==> src/rtl/uart_rx.sv <==
// uart_rx: oversampling-free UART receiver, mid-bit sampling, 1-deep holding register.
// Define UART_RX_PARITY_EN to expect one even-parity bit before the stop bit.
module uart_rx #(
  parameter int CLK_DIV   = 434,
  parameter int DATA_BITS = 8
) (
  input  logic       clk_i,
  input  logic       rst_n_i,
  input  logic       rx_i,
  output logic [7:0] data_o,
  output logic       valid_o,
  input  logic       ready_i,
  output logic       frame_err_o,
  output logic       overrun_o,
  output logic       busy_o
);

  localparam logic [15:0] BIT_END  = 16'(CLK_DIV - 1);
  localparam logic [15:0] HALF_END = 16'(CLK_DIV / 2 - 1);
  localparam logic [2:0]  LAST_BIT = 3'(DATA_BITS - 1);

`ifdef UART_RX_PARITY_EN
  typedef enum logic [2:0] {
    IDLE, START, DATA, PARITY, STOP
  } state_t;
`else
  typedef enum logic [1:0] {
    IDLE, START, DATA, STOP
  } state_t;
`endif

  state_t      state_q, state_d;
  logic        rx_meta_q, rx_sync_q, rx_prev_q;
  logic [15:0] cnt_q, cnt_d;
  logic [2:0]  bit_q, bit_d;
  logic [7:0]  shift_q, shift_d;
  logic [7:0]  rx_byte;
  logic        deliver, frame_err;
  logic        fall;

`ifdef UART_RX_PARITY_EN
  logic par_err_q, par_err_d;
`endif

  // bits enter at the top, so a short frame ends up MSB-aligned
  assign rx_byte = shift_q >> (8 - DATA_BITS);
  assign fall    = rx_prev_q & ~rx_sync_q;
  assign busy_o  = (state_q != IDLE);

  always_ff @(posedge clk_i or negedge rst_n_i) begin
    if (!rst_n_i) begin
      rx_meta_q <= 1'b1;
      rx_sync_q <= 1'b1;
      rx_prev_q <= 1'b1;
    end else begin
      rx_meta_q <= rx_i;
      rx_sync_q <= rx_meta_q;
      rx_prev_q <= rx_sync_q;
    end
  end

  always_ff @(posedge clk_i or negedge rst_n_i) begin
    if (!rst_n_i) begin
      state_q <= IDLE;
      cnt_q   <= '0;
      bit_q   <= '0;
      shift_q <= '0;
    end else begin
      state_q <= state_d;
      cnt_q   <= cnt_d;
      bit_q   <= bit_d;
      shift_q <= shift_d;
    end
  end

`ifdef UART_RX_PARITY_EN
  always_ff @(posedge clk_i or negedge rst_n_i) begin
    if (!rst_n_i) par_err_q <= 1'b0;
    else          par_err_q <= par_err_d;
  end
`endif

  always_comb begin
    state_d   = state_q;
    cnt_d     = cnt_q + 16'd1;
    bit_d     = bit_q;
    shift_d   = shift_q;
    deliver   = 1'b0;
    frame_err = 1'b0;
`ifdef UART_RX_PARITY_EN
    par_err_d = par_err_q;
`endif
    unique case (state_q)
      IDLE: begin
        cnt_d = '0;
        bit_d = '0;
        if (fall) state_d = START;
      end
      START: begin
        if (cnt_q == HALF_END) begin
          cnt_d   = '0;
          // a line back high at mid-start was only a glitch
          state_d = rx_sync_q ? IDLE : DATA;
        end
      end
      DATA: begin
        if (cnt_q == BIT_END) begin
          cnt_d   = '0;
          shift_d = {rx_sync_q, shift_q[7:1]};
          bit_d   = bit_q + 3'd1;
          if (bit_q == LAST_BIT) begin
`ifdef UART_RX_PARITY_EN
            state_d = PARITY;
`else
            state_d = STOP;
`endif
          end
        end
      end
`ifdef UART_RX_PARITY_EN
      PARITY: begin
        if (cnt_q == BIT_END) begin
          cnt_d     = '0;
          par_err_d = rx_sync_q ^ (^rx_byte);
          state_d   = STOP;
        end
      end
`endif
      STOP: begin
        if (cnt_q == BIT_END) begin
          cnt_d   = '0;
          state_d = IDLE;
`ifdef UART_RX_PARITY_EN
          if (rx_sync_q && !par_err_q) deliver = 1'b1;
          else                         frame_err = 1'b1;
`else
          if (rx_sync_q) deliver = 1'b1;
          else           frame_err = 1'b1;
`endif
        end
      end
      default: begin
        state_d = IDLE;
        cnt_d   = '0;
      end
    endcase
  end

  always_ff @(posedge clk_i or negedge rst_n_i) begin
    if (!rst_n_i) begin
      data_o      <= '0;
      valid_o     <= 1'b0;
      frame_err_o <= 1'b0;
      overrun_o   <= 1'b0;
    end else begin
      frame_err_o <= frame_err;
      overrun_o   <= deliver & valid_o & ~ready_i;
      // a consume in the same cycle frees the slot for the new byte
      if (deliver && (!valid_o || ready_i)) begin
        data_o  <= rx_byte;
        valid_o <= 1'b1;
      end else if (valid_o && ready_i) begin
        valid_o <= 1'b0;
      end
    end
  end

endmodule
==> config.mk <==
export PLATFORM = sky130hd
export DESIGN_NAME = uart_rx
export DESIGN_NICKNAME = d
export VERILOG_FILES = /design/src/rtl/uart_rx.sv
export SDC_FILE = /design/constraint.sdc
export NUM_CORES = 1
export LEC_CHECK = 0
export ABC_AREA = 1
export BUFFER_PORTS_ARGS = -buffer_cell sky130_fd_sc_hd__buf_2
export CAP_MARGIN = 40
export CORE_MARGIN = 5
export CORE_UTILIZATION = 40
export CTS_BUF_LIST = sky130_fd_sc_hd__clkbuf_2
export CTS_CLUSTER_DIAMETER = 80
export DETAILED_ROUTE_END_ITERATION = 6
export SYNTH_ARGS = -nofsm -noshare
export SYNTH_HDL_FRONTEND = slang
export SYNTH_SLANG_ARGS = --single-unit
export TNS_END_PERCENT = 50
==> constraint.sdc <==
create_clock -name clk_i -period 2 [get_ports clk_i]
set_input_delay 0.1 -clock clk_i [delete_from_list [all_inputs] [get_ports clk_i]]
set_output_delay 0.1 -clock clk_i [all_outputs]
set_load 0.005 [all_outputs]
======== Word level (Yosys, flattened, before mapping) ========
Index checks and enable logic that the tools add are counted.
W data, S select, Z words.
word-level totals
  bits of input ports ..................... 4
  register bits ........................... 43
cells by class
  reduce and logical (&&, ||, !) cells .... 12
  bitwise logic cells ..................... 5
  $add $sub $neg .......................... 2
  equal/unequal tests ..................... 11
  multiplexer cells ....................... 20
operators with widths
  kind                     count
  $pmux W16 S3             1
  $mux W16                 2
  $add A16 B1 Y16 const B  1
  $eq A16 B8 Y1 const B    1
  $eq A16 B9 Y1 const B    1
  $mux W2                  6
  $ne A2 B2 Y1 const B     5
  $mux W1                  8
  $pmux W2 S4              1
  $pmux W3 S2              1
  $reduce_bool A2 Y1       3
  $reduce_and A5 Y1        1
  $eq A2 B2 Y1 const B     2
  $reduce_and A2 Y1        2
  $add A3 B1 Y3 const B    1
  $and A1 B1 Y1            3
  $eq A3 B3 Y1 const B     1
  $mux W3                  1
  $eq A2 B1 Y1 const B     1
  $logic_and A1 B1 Y1      2
  $logic_not A2 Y1         1
  $not A1 Y1               2
  $reduce_or A2 Y1         1
  $logic_not A1 Y1         1
  $logic_or A1 B1 Y1       1

======== Logic depth before layout (Yosys ltp) ========
  word-level depth ........................ 5
  mapped depth ............................ 10
  mapped depth without buffers ............ 9

======== Worst setup path before layout ========
No wires, ideal clock.
  kind .................................... reg2reg
  start ................................... register cnt_q[1]
  end ..................................... register data_o[6]
  buffers on the path ..................... 1
  stages on the path, launching flop included .. 11
  arrival ................................. 1.444 ns
  slack ................................... 0.439 ns
  library setup time ...................... 0.117 ns
  path through ............................ dfrtp_1 inv_1 ha_1 nand3_1 nor2_4 nand2_4 nor3_4 nand2_2 buf_6 nand2_2 o21ai_2
on the way
  cells in the longest elaborated chain, start to end .. 4
RTL lines
  what                    line  text
  from (decl)             34    logic [15:0] cnt_q, cnt_d;
  from (signal assigned)  70    cnt_q <= cnt_d;
  $eq A16 B9 Y1           130   if (cnt_q == BIT_END) begin
  $mux W1                 130
  $mux W1                 93    unique case (state_q)
  $logic_and A1 B1 Y1     159   if (deliver && (!valid_o || ready_i)) begin
  to (signal assigned)    160   data_o <= rx_byte;
  to (decl)               10    output logic [7:0] data_o,
Every way passes these cells.
A chain may end at the register's enable or synchronous reset.

======== Worst setup path in the final report ========
  start ................................... register cnt_q[1]
  end ..................................... register data_o[5]
The elaborated chain is that of the path after synthesis.

==> flow_summary.json <==
{
  "first_iter_violations": 62,
  "core_um2": 4750,
  "slew_headroom": 0.649,
  "hold_viol": 0,
  "finalCritPeriodShare": 0.874,
  "rsz0062_at_grt": "false",
  "rows": 25,
  "nNetsFinal": 253,
  "cpPeakStageDelay_ns": 0.45,
  "clock-sinks": 43,
  "cts_root_buffer": "clkbuf_2",
  "grt_pass1_wl_mm": 6.06,
  "p_per_area_nw_per_um2": 807,
  "place_congestion": 0.754,
  "fin_area_um2": 2220,
  "routed-via-count": 1395,
  "crit_required_ns": 2.31,
  "maxCapViolations": 0,
  "die_area_um2": 6470,
  "die_x_um": 80.4,
  "drc_errors": 0,
  "ant_nets": 0,
  "port_buffers": 15,
  "crit_buf_inv": 1,
  "synth_cells": 220,
  "min_period_ns": 1.75,
  "cts_tree": "built",
  "wire_per_inst_um": 10.4,
  "synth_fp_nets": 229,
  "synth.cell_area_um2": 1980,
  "crit_family": "simple AND/OR/NAND/NOR gates",
  "synth-seq-cells": 43,
  "total_power_mw": 1.79,
  "grt-ovfl-total": 0,
  "synth_warnings": 0,
  "vias_per_cell": 4.47,
  "grt_usage": 0.121,
  "fmax_ghz": 0.572,
  "nFillCells": 479,
  "status": "completed",
  "hpwl_mm": 2.33,
  "crit_chain": "inv_1, ha_1, nand3_1, nor2_4, nand2_4, nor3_4, nand2_2, nand2_1, o21ai_2",
  "wirelength_mm": 3.26,
  "cp-end-kind": "register",
  "antenna_found_initial": 0,
  "power.leakage_nw": 1.10,
  "tns_ns": 0,
  "hold_ws_ns": 0.249,
  "worst_pin_slew_ns": 0.527,
  "postCtsResizedCells": 0,
  "synth-seq-area-share": 0.544,
  "fin_cells": 312,
  "final-setup-viol-count": 0,
  "final_util": 0.466,
  "io_pins": 16,
  "fin_ws_ns": 0.253,
  "placed_area_um2": 2140,
  "htree_levels": 2,
  "die_height_um": 80.4,
  "cts_buffers": 5,
  "start_kind": "register",
  "cp_slowest_cell": "dfrtp_1",
  "start_util": 0.417,
  "first_global_vias": 1388,
  "drive_gt1_frac": 0.196,
  "clk_pin_slew_ns": 0.22,
  "finClkSkew_ns": 0.0191,
  "path_class": "reg -> reg",
  "clk_latency_ns": 0.40,
  "num_antenna_cells": 0,
  "finalMaxSlewViolations": 0,
  "synth.distinct_cells": 24,
  "drt_pass1_iterations": 4,
  "cts_buffer_depth": 2,
  "dp_slack_ns": 0.248,
  "grt_max_degree": 44,
  "avgSynthCellArea_um2": 9.02,
  "holdCritPathClass": "in -> async",
  "area_delta_synth_final_pct": 11.7,
  "cp_data_arrival_time_ns": 2.05,
  "critPathMaxFanout": 15,
  "dp_cells": 301,
  "ir_drop_mv": 0.445
}
==> kinds of logic (layout without fill, tap and decap cells) <==
group,after synthesis,count (layout),share of synthesized area
buffers and inverters,30,55,0.0605
DFF,43,43,0.544
AOI/OAI and AO/OA,30,30,0.0927
and+or+nand+nor,107,107,0.249
xor gates and xnor gates,5,5,0.0221
adders and majority gates,5,5,0.0315
==> final cells by class <==
type,count,area (um^2),share of cell area
Clock inverter,3,25.0,0.0113
Clock buffer,5,25.0,0.0113
Inverter,28,105,0.0474
Timing Repair Buffer,19,113,0.0508
Multi-Input combinational cell,147,785,0.354
Sequential cell,43,1080,0.487
Tap cell,67,83.8,0.0378
==> tightest hold or removal path: cells and delay by family <==
| family | cells | cell delay [ns] |
|---|---|---|
| buffers and inverters | 3 | 1.04 |
==> flip-flops by register name, summed over array words and instances (netlist names), 3 cells and up, named ones only <==
signal	flops
cnt_q	16
rx_byte	8
bit_q	3
data_o	8
==> synthesized netlist by cell type <==
| cell type | instances | area [um^2] |
|---|---|---|
| ha_1 | 5 | 62.6 |
| nand2_2 | 6 | 37.5 |
| nor2_2 | 2 | 12.5 |
| nand2_4 | 1 | 11.3 |
| a21oi_1 | 8 | 40.0 |
| dfrtp_1 | 40 | 1000 |
| nand3_1 | 10 | 50.1 |
| xnor2_1 | 2 | 17.5 |
| nand3_2 | 1 | 10.0 |
| dfstp_2 | 3 | 78.8 |
| o21ai_0 | 13 | 65.1 |
| nor3_4 | 1 | 16.3 |
| nor3_1 | 5 | 25.0 |
| buf_6 | 1 | 11.3 |
| xor2_1 | 3 | 26.3 |
| a22o_1 | 2 | 17.5 |
| nor2_4 | 2 | 22.5 |
| nand2_1 | 46 | 173 |
| clkbuf_1 | 1 | 3.75 |
| inv_1 | 27 | 101 |
| inv_2 | 1 | 3.75 |
| nand4_1 | 5 | 31.3 |
| nor2_1 | 28 | 105 |
| o21ai_2 | 7 | 61.3 |
==> where the power goes <==
group,total [mW],switching (mW),internal (mW)
Sequential,1.00,0.0771,0.927
Combinational,0.404,0.266,0.138
Clock,0.379,0.289,0.0905
==> path summary, 6_finish.rpt <==
check,slack [ns],start,depth (start not counted),to
max reg2reg,0.25,cnt_q[1],9,data_o[5]
min,0.25,rst_n_i,3,cnt_q[7]
max in group asynchronous,1.37,rst_n_i,3,rx_meta_q
max,0.25,cnt_q[1],9,data_o[5]
min in group clk_i,0.33,rx_i,2,rx_meta_q
min reg2reg,0.37,rx_meta_q,0,rx_sync_q
==> cells in the final DEF (no fill, tap or decap), drive strengths merged <==
cell | netlist | routed
nand2 | 53 | 53
nand4 | 5 | 5
a21oi | 8 | 8
o21ai | 20 | 20
buf | 1 | 16
clkbuf | 1 | 5
xnor2 | 2 | 2
ha | 5 | 5
nor2 | 32 | 32
xor2 | 3 | 3
inv | 28 | 28
dfstp | 3 | 3
a22o | 2 | 2
dlygate4sd3 | 0 | 3
clkinvlp | 0 | 1
dfrtp | 40 | 40
nand3 | 11 | 11
clkinv | 0 | 2
nor3 | 6 | 6
==> timing repair <==
| item | CTS | global route |
|---|---|---|
| hold buffers | 3 | 0 |
| hold endpoints to repair | 43 | 0 |
| setup buffers | 0 | 0 |
==> routing by layer <==
metal	global-route usage	wire, um	part of all wire	vias to the layer above
met5	0	0	0	-
met4	0.0507	43	0.013	0
met3	0.0370	92	0.028	2
met2	0.185	1430	0.44	16
met1	0.160	1690	0.52	629
li1	-	-	-	748
No activity file was read; power rests on OpenSTA's default activity.
